<file path="src/rtl/rtc_bcd_counter_pkg.sv">
// rtc_bcd_pkg: shared types and helpers for the BCD counter slice.
//   bcd_digit_t : one BCD nibble
//   BCD_MAX     : largest legal BCD digit value
//   bcd_clamp() : limit a nibble (including non-BCD A-F) to a digit maximum
package rtc_bcd_pkg;

  typedef logic [3:0] bcd_digit_t;

  localparam bcd_digit_t BCD_MAX = 4'd9;

  // Any nibble above the digit maximum, including A-F, saturates to the
  // maximum so a bad load can never leave a digit outside its radix.
  function automatic bcd_digit_t bcd_clamp(input bcd_digit_t digit,
                                           input bcd_digit_t max);
    return (digit > max) ? max : digit;
  endfunction

endpackage

</file>
<file path="src/rtl/rtc_bcd_counter_if.sv">
// rtc_bcd_counter_if: control and data bundle between the tick prescaler /
// host and the BCD counter, plus the display and lap outputs.
//   master : drives i_* controls, observes o_* results (host / testbench)
//   slave  : the counter itself
// Signalling: there is no valid/ready handshake. Every i_* control is a
// level or strobe sampled at each rising clock edge; every o_* output is
// registered and changes only on a rising edge (or on reset).
interface rtc_bcd_counter_if #(
  parameter int DIGITS = 6
);
  logic                  i_countenb;
  logic                  i_countdir;
  logic                  i_countinit;
  logic                  i_load;
  logic [4*DIGITS-1:0]   i_loadval;
  logic                  i_latchcount;
  logic                  i_lap;
  logic [4*DIGITS-1:0]   o_count;
  logic                  o_rollover;
  logic [4*DIGITS-1:0]   o_lap;
  logic                  o_lapvalid;

  modport master (
    output i_countenb, i_countdir, i_countinit, i_load, i_loadval,
           i_latchcount, i_lap,
    input  o_count, o_rollover, o_lap, o_lapvalid
  );

  modport slave (
    input  i_countenb, i_countdir, i_countinit, i_load, i_loadval,
           i_latchcount, i_lap,
    output o_count, o_rollover, o_lap, o_lapvalid
  );
endinterface

</file>
<file path="src/rtl/rtc_bcd_counter_digit.sv">
// rtc_bcd_digit: one BCD digit register of the live count.
//   clk_i, rst_ni : clock, asynchronous active-low reset
//   clr_i         : synchronous clear (highest priority)
//   load_i        : synchronous load of load_val_i (clamped to max_i)
//   load_val_i    : raw nibble to load
//   max_i         : largest value of this digit
//   step_i        : counter-wide step enable
//   dir_i         : 0 = up, 1 = down
//   carry_i       : all lower digits are at their terminal value
//   digit_o       : current digit value
//   digit_d_o     : value the digit takes at the next edge
//   term_o        : digit is at its terminal value for the current direction
module rtc_bcd_digit
  import rtc_bcd_pkg::*;
(
  input  logic       clk_i,
  input  logic       rst_ni,
  input  logic       clr_i,
  input  logic       load_i,
  input  bcd_digit_t load_val_i,
  input  bcd_digit_t max_i,
  input  logic       step_i,
  input  logic       dir_i,
  input  logic       carry_i,
  output bcd_digit_t digit_o,
  output bcd_digit_t digit_d_o,
  output logic       term_o
);

  bcd_digit_t digit_q, digit_d;

  always_comb begin
    digit_d = digit_q;
    if (clr_i) begin
      digit_d = '0;
    end else if (load_i) begin
      digit_d = bcd_clamp(load_val_i, max_i);
    end else if (step_i && carry_i) begin
      if (!dir_i) digit_d = (digit_q >= max_i) ? 4'd0 : digit_q + 4'd1;
      else        digit_d = (digit_q == 4'd0)  ? max_i : digit_q - 4'd1;
    end
  end

  always_ff @(posedge clk_i or negedge rst_ni) begin
    if (!rst_ni) digit_q <= '0;
    else         digit_q <= digit_d;
  end

  assign digit_o   = digit_q;
  assign digit_d_o = digit_d;
  assign term_o    = dir_i ? (digit_q == 4'd0) : (digit_q == max_i);

endmodule

</file>
<file path="src/rtl/rtc_bcd_counter.sv">
// rtc_bcd_counter: parametrised multi-digit mixed-radix BCD counter with
// up/down stepping, load, wrap/saturate, freezable display and lap capture.
//   i_rtcclk  : single clock
//   i_reset_n : asynchronous active-low reset
//   bus       : rtc_bcd_counter_if.slave (controls in, count/rollover/lap out)
// Parameters: DIGITS (digit count), MAXMAP (per-digit maximum, nibble 0 =
// least significant digit, each 1..9), WRAP (1 = wrap, 0 = saturate).
// Build option: define RTC_LAP_EN to include the lap-capture register;
// without it i_lap is ignored and o_lap / o_lapvalid are tied to 0.
module rtc_bcd_counter
  import rtc_bcd_pkg::*;
#(
  parameter int                  DIGITS = 6,
  parameter logic [4*DIGITS-1:0] MAXMAP = 24'h595999,
  parameter int                  WRAP   = 1
) (
  input  logic              i_rtcclk,
  input  logic              i_reset_n,
  rtc_bcd_counter_if.slave  bus
);

  localparam bit HOLD_AT_TERM = (WRAP == 0);

  logic [4*DIGITS-1:0] cnt_q, cnt_d;
  logic [DIGITS-1:0]   term;
  // carry[k] = every digit below k is terminal; carry[DIGITS] = whole count
  // is terminal in the current direction.
  logic [DIGITS:0]     carry;
  logic                all_term, step_en;

  logic [4*DIGITS-1:0] count_q, count_d;
  logic                rollover_q, rollover_d;

  assign carry[0] = 1'b1;
  assign all_term = carry[DIGITS];
  // Saturate mode freezes the digits at the terminal value instead of
  // letting the carry chain wrap them.
  assign step_en  = bus.i_countenb && !(all_term && HOLD_AT_TERM);

  for (genvar k = 0; k < DIGITS; k++) begin : g_digit
    localparam bcd_digit_t MAXK = MAXMAP[4*k +: 4];
    if (MAXK < 4'd1 || MAXK > BCD_MAX) begin : g_bad_max
      $error("rtc_bcd_counter: MAXMAP digit %0d out of range 1..9", k);
    end

    rtc_bcd_digit u_digit (
      .clk_i      (i_rtcclk),
      .rst_ni     (i_reset_n),
      .clr_i      (bus.i_countinit),
      .load_i     (bus.i_load),
      .load_val_i (bus.i_loadval[4*k +: 4]),
      .max_i      (MAXK),
      .step_i     (step_en),
      .dir_i      (bus.i_countdir),
      .carry_i    (carry[k]),
      .digit_o    (cnt_q[4*k +: 4]),
      .digit_d_o  (cnt_d[4*k +: 4]),
      .term_o     (term[k])
    );

    assign carry[k+1] = carry[k] & term[k];
  end

  // Rollover marks any real step taken from the terminal value, in both
  // modes; clear and load take priority over the step so they never pulse.
  always_comb begin
    rollover_d = bus.i_countenb && !bus.i_countinit && !bus.i_load && all_term;
    // The display follows the post-edge live value, giving zero latency.
    count_d    = bus.i_latchcount ? cnt_d : count_q;
  end

  always_ff @(posedge i_rtcclk or negedge i_reset_n) begin
    if (!i_reset_n) begin
      count_q    <= '0;
      rollover_q <= 1'b0;
    end else begin
      count_q    <= count_d;
      rollover_q <= rollover_d;
    end
  end

  assign bus.o_count    = count_q;
  assign bus.o_rollover = rollover_q;

`ifdef RTC_LAP_EN
  logic [4*DIGITS-1:0] lap_q, lap_d;
  logic                lapvalid_q, lapvalid_d;

  // Lap captures the pre-edge live value; clear beats a same-edge capture.
  always_comb begin
    lap_d      = lap_q;
    lapvalid_d = lapvalid_q;
    if (bus.i_countinit) begin
      lap_d      = '0;
      lapvalid_d = 1'b0;
    end else if (bus.i_lap) begin
      lap_d      = cnt_q;
      lapvalid_d = 1'b1;
    end
  end

  always_ff @(posedge i_rtcclk or negedge i_reset_n) begin
    if (!i_reset_n) begin
      lap_q      <= '0;
      lapvalid_q <= 1'b0;
    end else begin
      lap_q      <= lap_d;
      lapvalid_q <= lapvalid_d;
    end
  end

  assign bus.o_lap      = lap_q;
  assign bus.o_lapvalid = lapvalid_q;
`else
  // Lap feature absent: keep the port, discard its input.
  logic unused_lap;
  assign unused_lap     = bus.i_lap ^ (^cnt_q);
  assign bus.o_lap      = '0;
  assign bus.o_lapvalid = 1'b0;
`endif

endmodule

</file>
<file path="src/flat_wrapper.sv">
// flat-port wrapper written by rule: the top's interface ports become plain ports
module rtc_bcd_counter_flat import rtc_bcd_pkg::*;
#(
  parameter int                  DIGITS = 6,
  parameter logic [4*DIGITS-1:0] MAXMAP = 24'h595999,
  parameter int                  WRAP   = 1
)
  (i_rtcclk, i_reset_n, bus_i_countenb, bus_i_countdir, bus_i_countinit, bus_i_load, bus_i_loadval, bus_i_latchcount, bus_i_lap, bus_o_count, bus_o_rollover, bus_o_lap, bus_o_lapvalid);
  rtc_bcd_counter_if #(.DIGITS(DIGITS)) bus_i ();
  input  logic i_rtcclk;
  input  logic i_reset_n;
  input wire logic [$bits(bus_i.i_countenb)-1:0] bus_i_countenb;
  input wire logic [$bits(bus_i.i_countdir)-1:0] bus_i_countdir;
  input wire logic [$bits(bus_i.i_countinit)-1:0] bus_i_countinit;
  input wire logic [$bits(bus_i.i_load)-1:0] bus_i_load;
  input wire logic [$bits(bus_i.i_loadval)-1:0] bus_i_loadval;
  input wire logic [$bits(bus_i.i_latchcount)-1:0] bus_i_latchcount;
  input wire logic [$bits(bus_i.i_lap)-1:0] bus_i_lap;
  output wire logic [$bits(bus_i.o_count)-1:0] bus_o_count;
  output wire logic [$bits(bus_i.o_rollover)-1:0] bus_o_rollover;
  output wire logic [$bits(bus_i.o_lap)-1:0] bus_o_lap;
  output wire logic [$bits(bus_i.o_lapvalid)-1:0] bus_o_lapvalid;
  assign bus_i.i_countenb = bus_i_countenb;
  assign bus_i.i_countdir = bus_i_countdir;
  assign bus_i.i_countinit = bus_i_countinit;
  assign bus_i.i_load = bus_i_load;
  assign bus_i.i_loadval = bus_i_loadval;
  assign bus_i.i_latchcount = bus_i_latchcount;
  assign bus_i.i_lap = bus_i_lap;
  assign bus_o_count = bus_i.o_count;
  assign bus_o_rollover = bus_i.o_rollover;
  assign bus_o_lap = bus_i.o_lap;
  assign bus_o_lapvalid = bus_i.o_lapvalid;
  rtc_bcd_counter #(.DIGITS(DIGITS), .MAXMAP(MAXMAP), .WRAP(WRAP)) u_core (.i_rtcclk(i_rtcclk), .i_reset_n(i_reset_n), .bus(bus_i));
endmodule
</file>
<file path="config.mk">
export PLATFORM = sky130hd
export DESIGN_NAME = rtc_bcd_counter_flat
export DESIGN_NICKNAME = d
export VERILOG_FILES = /design/src/rtl/rtc_bcd_counter_pkg.sv /design/src/rtl/rtc_bcd_counter_if.sv /design/src/rtl/rtc_bcd_counter_digit.sv /design/src/rtl/rtc_bcd_counter.sv /design/src/flat_wrapper.sv
export SDC_FILE = /design/constraint.sdc
export NUM_CORES = 1
export LEC_CHECK = 0
export ABC_CLOCK_PERIOD_IN_PS = 2300
export BUFFER_PORTS_ARGS = -buffer_cell sky130_fd_sc_hd__buf_4
export CORE_MARGIN = 2
export CORE_UTILIZATION = 35
export DETAILED_ROUTE_END_ITERATION = 7
export GPL_TIMING_DRIVEN = 0
export SLEW_MARGIN = 20
export SYNTH_ARGS = -nofsm -noshare
export SYNTH_HDL_FRONTEND = slang
export SYNTH_SLANG_ARGS = --single-unit
</file>
<file path="constraint.sdc">
create_clock -name i_rtcclk -period 2.3 [get_ports i_rtcclk]
set_input_delay 0.345 -clock i_rtcclk [delete_from_list [all_inputs] [get_ports i_rtcclk]]
set_output_delay 0.345 -clock i_rtcclk [all_outputs]
set_load 0.005 [all_outputs]
</file>
==> key figures <==
Logic synthesis
  • Yosys cell types: 88
  • EDFF count, synth: 0
  • Register area share after synthesis: 0.311
  • Largest area contributor in the netlist: dfrtp_1
  • Area share of the largest cell type after synthesis: 0.311
  • Synth Area in XOR/XNOR: 0.00444
  • Syn_area_per_cell: 9.10 sq um
  • Ys Warns: 0
  • Post-synth top flop: dfrtp_1
  • Count leader, synth: dfrtp_1
  • Synth Instances: 433
  • Simple-gate share of the synthesized area: 0.190
  • Area contributors post-synth: dfrtp_1 (31%), ha_1 (7.6%), buf_4 (5.3%)
  • Synth Register Bits: 49
  • Post-synth top cells: dfrtp_1 (49), nor2_1 (30), buf_4 (28)
  • Area share of fa/ha/maj cells after synthesis: 0.0762
  • Multiplexer share of the synthesized area: 0.0206
  • Largest family of logic cells by synthesized area: compound AO/OA/AOI/OAI gates
  • Synth async-reset ratio: 1.00
  • Compound-cell area share of the yosys netlist: 0.288
  • Mapped Area: 3940 sq um

Critical path
  • Crit path DAT: 2.37 ns
  • Crit Path Max Fanout: 10
  • Reg-to-reg critical path startpoint: u_core.g_digit[1].u_digit.digit_o[1]
  • CP Buf/Inv Count: 2
  • Delay-heaviest family, CP: compound AO/OA/AOI/OAI gates
  • Crit end category: flop
  • Slowest cell on the critical path: dfrtp_1
  • Crit path launch type: flop
  • Setup crit start: u_core.g_digit[1].u_digit.digit_o[1]
  • Crit Path Class: flop to flop
  • CP required: 2.46 ns
  • CP max stage delay: 0.43 ns
  • Worst-path cell chain: inv_1 > ha_1 > and4bb_2 > o221a_4 > buf_6 > a211oi_1 > a311oi_2 > o2bb2ai_1

Power
  • Pint: 1660 uW
  • Net switching power figure: 750 uW
  • Leak pwr: 0.00214 uW
  • Flop pwr share: 0.406
  • Clock share of power: 0.316
  • Maximum vdd drop: 295 uV
  • Pwr Total: 2400 uW
  • Comb power frac: 0.278
  • Power per cell area: 503 nW/um^2
  • Sw frac: 0.312

Routing
  • Routed via count: 3651
  • DRT Pass-1 Iters: 5
  • Final ANT Viol Nets: 0
  • Routed wire length: 11.7 mm
  • Mean routed wirelength per cell: 17.8 um
  • Post-route DRC: 0
  • DRT iter0 DRCs: 202
  • Vias per cell: 5.56

Layout
  • Nets@finish: 573
  • N_diodes: 0
  • Syn-to-layout area delta: 21.3%
  • Non-filler instance count after layout: 657
  • Share of layout cells above drive strength 1: 0.273

Placed design
  • I/O Buffers: 53
  • GP Congestion: 0.902
  • Placed Instances: 650
  • HPWL Detailed: 8.32 mm

Clock network
  • Clk sinks: 49
  • # Post-CTS Setup Buffers: 0
  • CTS tree: yes
  • CTS H-tree lvls: 2
  • CTS buffer count: 5
  • Clock root cell: clkbuf_16
  • Hold-fix buffers, CTS: 0
  • Clk_lat worst skew: 0.30 ns
  • Clock transition time at the flip-flop clock pins of the worst setup and hold paths: 0.07 ns
  • CTS max path bufs: 2

Global routing
  • Largest net degree at the start of global routing: 50
  • Vias in the first global route: 3565
  • Initial antenna violation count: 0
  • Total gr overflow: 0
  • First-pass GRT wire length: 18.5 mm
  • GR Util All Layers: 0.199

Floorplan
  • Die extent in x: 110 um
  • Area of the die: 12100 sq um
  • Row cnt: 38
  • Initial core utilization: 0.360
  • Area of the core: 10900 sq um
  • Die Y-Extent: 110 um
  • I/O Pins: 82

Timing
  • Final Cycle Share: 0.962
  • Clock Skew: 0.00766 ns
  • TNS Setup: 0 ns
  • Final setup fails: 0
  • Slew Limit Headroom: 0.492
  • Least-Margin Pin Slew: 0.763 ns
  • Crit path time final: 2.21 ns
  • Highest achievable clock rate: 0.452 GHz
  • RSZ-0062 raised after global routing: false
  • Pins Over Slew Limit: 0
  • Final Hold Fails: 0

Worst hold path
  • Worst hold-check path type: input pin to async pin

Flow run
  • Max cap viols: 0

Outcome
  • Status: finished, final reports clean
## state kept, by name, indices dropped and copies added, names as in the netlist
signal and cells:
u_core.g_digit.u_digit.digit_o 24, u_core.bus.o_count 24, u_core.bus.o_rollover 1
## metal layers
layer,wire length (um),track usage,vias to the layer above,part of all wire
li1,-,-,1735,-
met1,5300,0.265,1758,0.45
met2,5470,0.326,136,0.47
met3,709,0.0294,22,0.061
met4,194,0.0759,0,0.017
met5,0,0,-,0
## timing repair
item / CTS / global route
endpoints found under the setup margin: 1 / 8
gates resized for setup: 0 / 10
pin swaps: 1 / 0
endpoints found under the hold margin: 0 / 0
## per-stage QoR
| stage | hold slack (ns) | utilization | area [sq um] | setup slack (ns) |
|---|---|---|---|---|
| final | 0.0784 | 0.437 | 4780 | 0.0877 |
| after global routing | 0.137 | 0.437 | 4780 | 0.0117 |
| after CTS | 0.113 | 0.434 | 4750 | 0.0208 |
| after detailed placement | 0.428 | 0.421 | 4600 | 0.0201 |
| after global placement | 0.418 | 0.421 | 4600 | 0.00747 |
| after floorplan | 0.0494 | - | 4030 | 0.331 |
## cell type report
cell class              instances  area (sq um)
fillers                      1081          6150
multi-input cells             329          2410
flip-flops and latches         49          1230
repair buffers                 53           398
plain buffers                  51           327
well taps                     140           175
clock buffers                   7           143
inverters                      28           105
## logic make-up (layout without fill, tap and decap cells)
group / count (synthesis) / in the layout
AOI/OAI and AO/OA: 146 / 146
and+or+nand+nor: 125 / 125
buffers and inverters: 79 / 139
DFF: 49 / 49
adders and majority gates: 24 / 24
muxes: 7 / 7
xor gates and xnor gates: 2 / 2
other: 1 / 25
## power groups by stage
stage                     Clock [uW]  Combinational [uW]  Sequential, uW
after floorplan                    0                 418             982
after global placement             0                 643             991
after detailed placement           0                 650             991
after CTS                        778                 654             975
after global routing             802                 739             985
final                            760                 667             977
## path summary, 6_finish.rpt
path / cells past startpoint / slack (ns) / to
max in group asynchronous: 1 / 1.74 / u_core.g_digit[0].u_digit.digit_o[0]
worst max register to register: 8 / 0.09 / u_core.bus.o_count[17]
worst min register to register: 1 / 0.49 / u_core.bus.o_count[3]
min in group i_rtcclk: 3 / 0.28 / u_core.g_digit[2].u_digit.digit_o[2]
worst max-delay path: 8 / 0.09 / u_core.bus.o_count[17]
worst min-delay path: 1 / 0.08 / u_core.bus.o_count[21]
## worst reg2reg max path: stages (launching register included)
cell       delay [ns]
dfrtp_1          0.43
inv_1            0.15
ha_1             0.21
and4bb_2         0.30
o221a_4          0.30
buf_6            0.18
a211oi_1         0.10
a311oi_2         0.28
o2bb2ai_1        0.12
## cell usage in the layout (no fill, tap or decap), types with 10 or more instances in the layout
cell	count
buf_4	81
dfrtp_1	47
nor2_1	29
inv_1	27
conb_1	25
a21oi_1	24
ha_1	24
o21ai_0	21
nand2_1	15
clkbuf_1	12
nand2b_1	11
nor3_1	10
No activity file was read; power rests on OpenSTA's default activity.
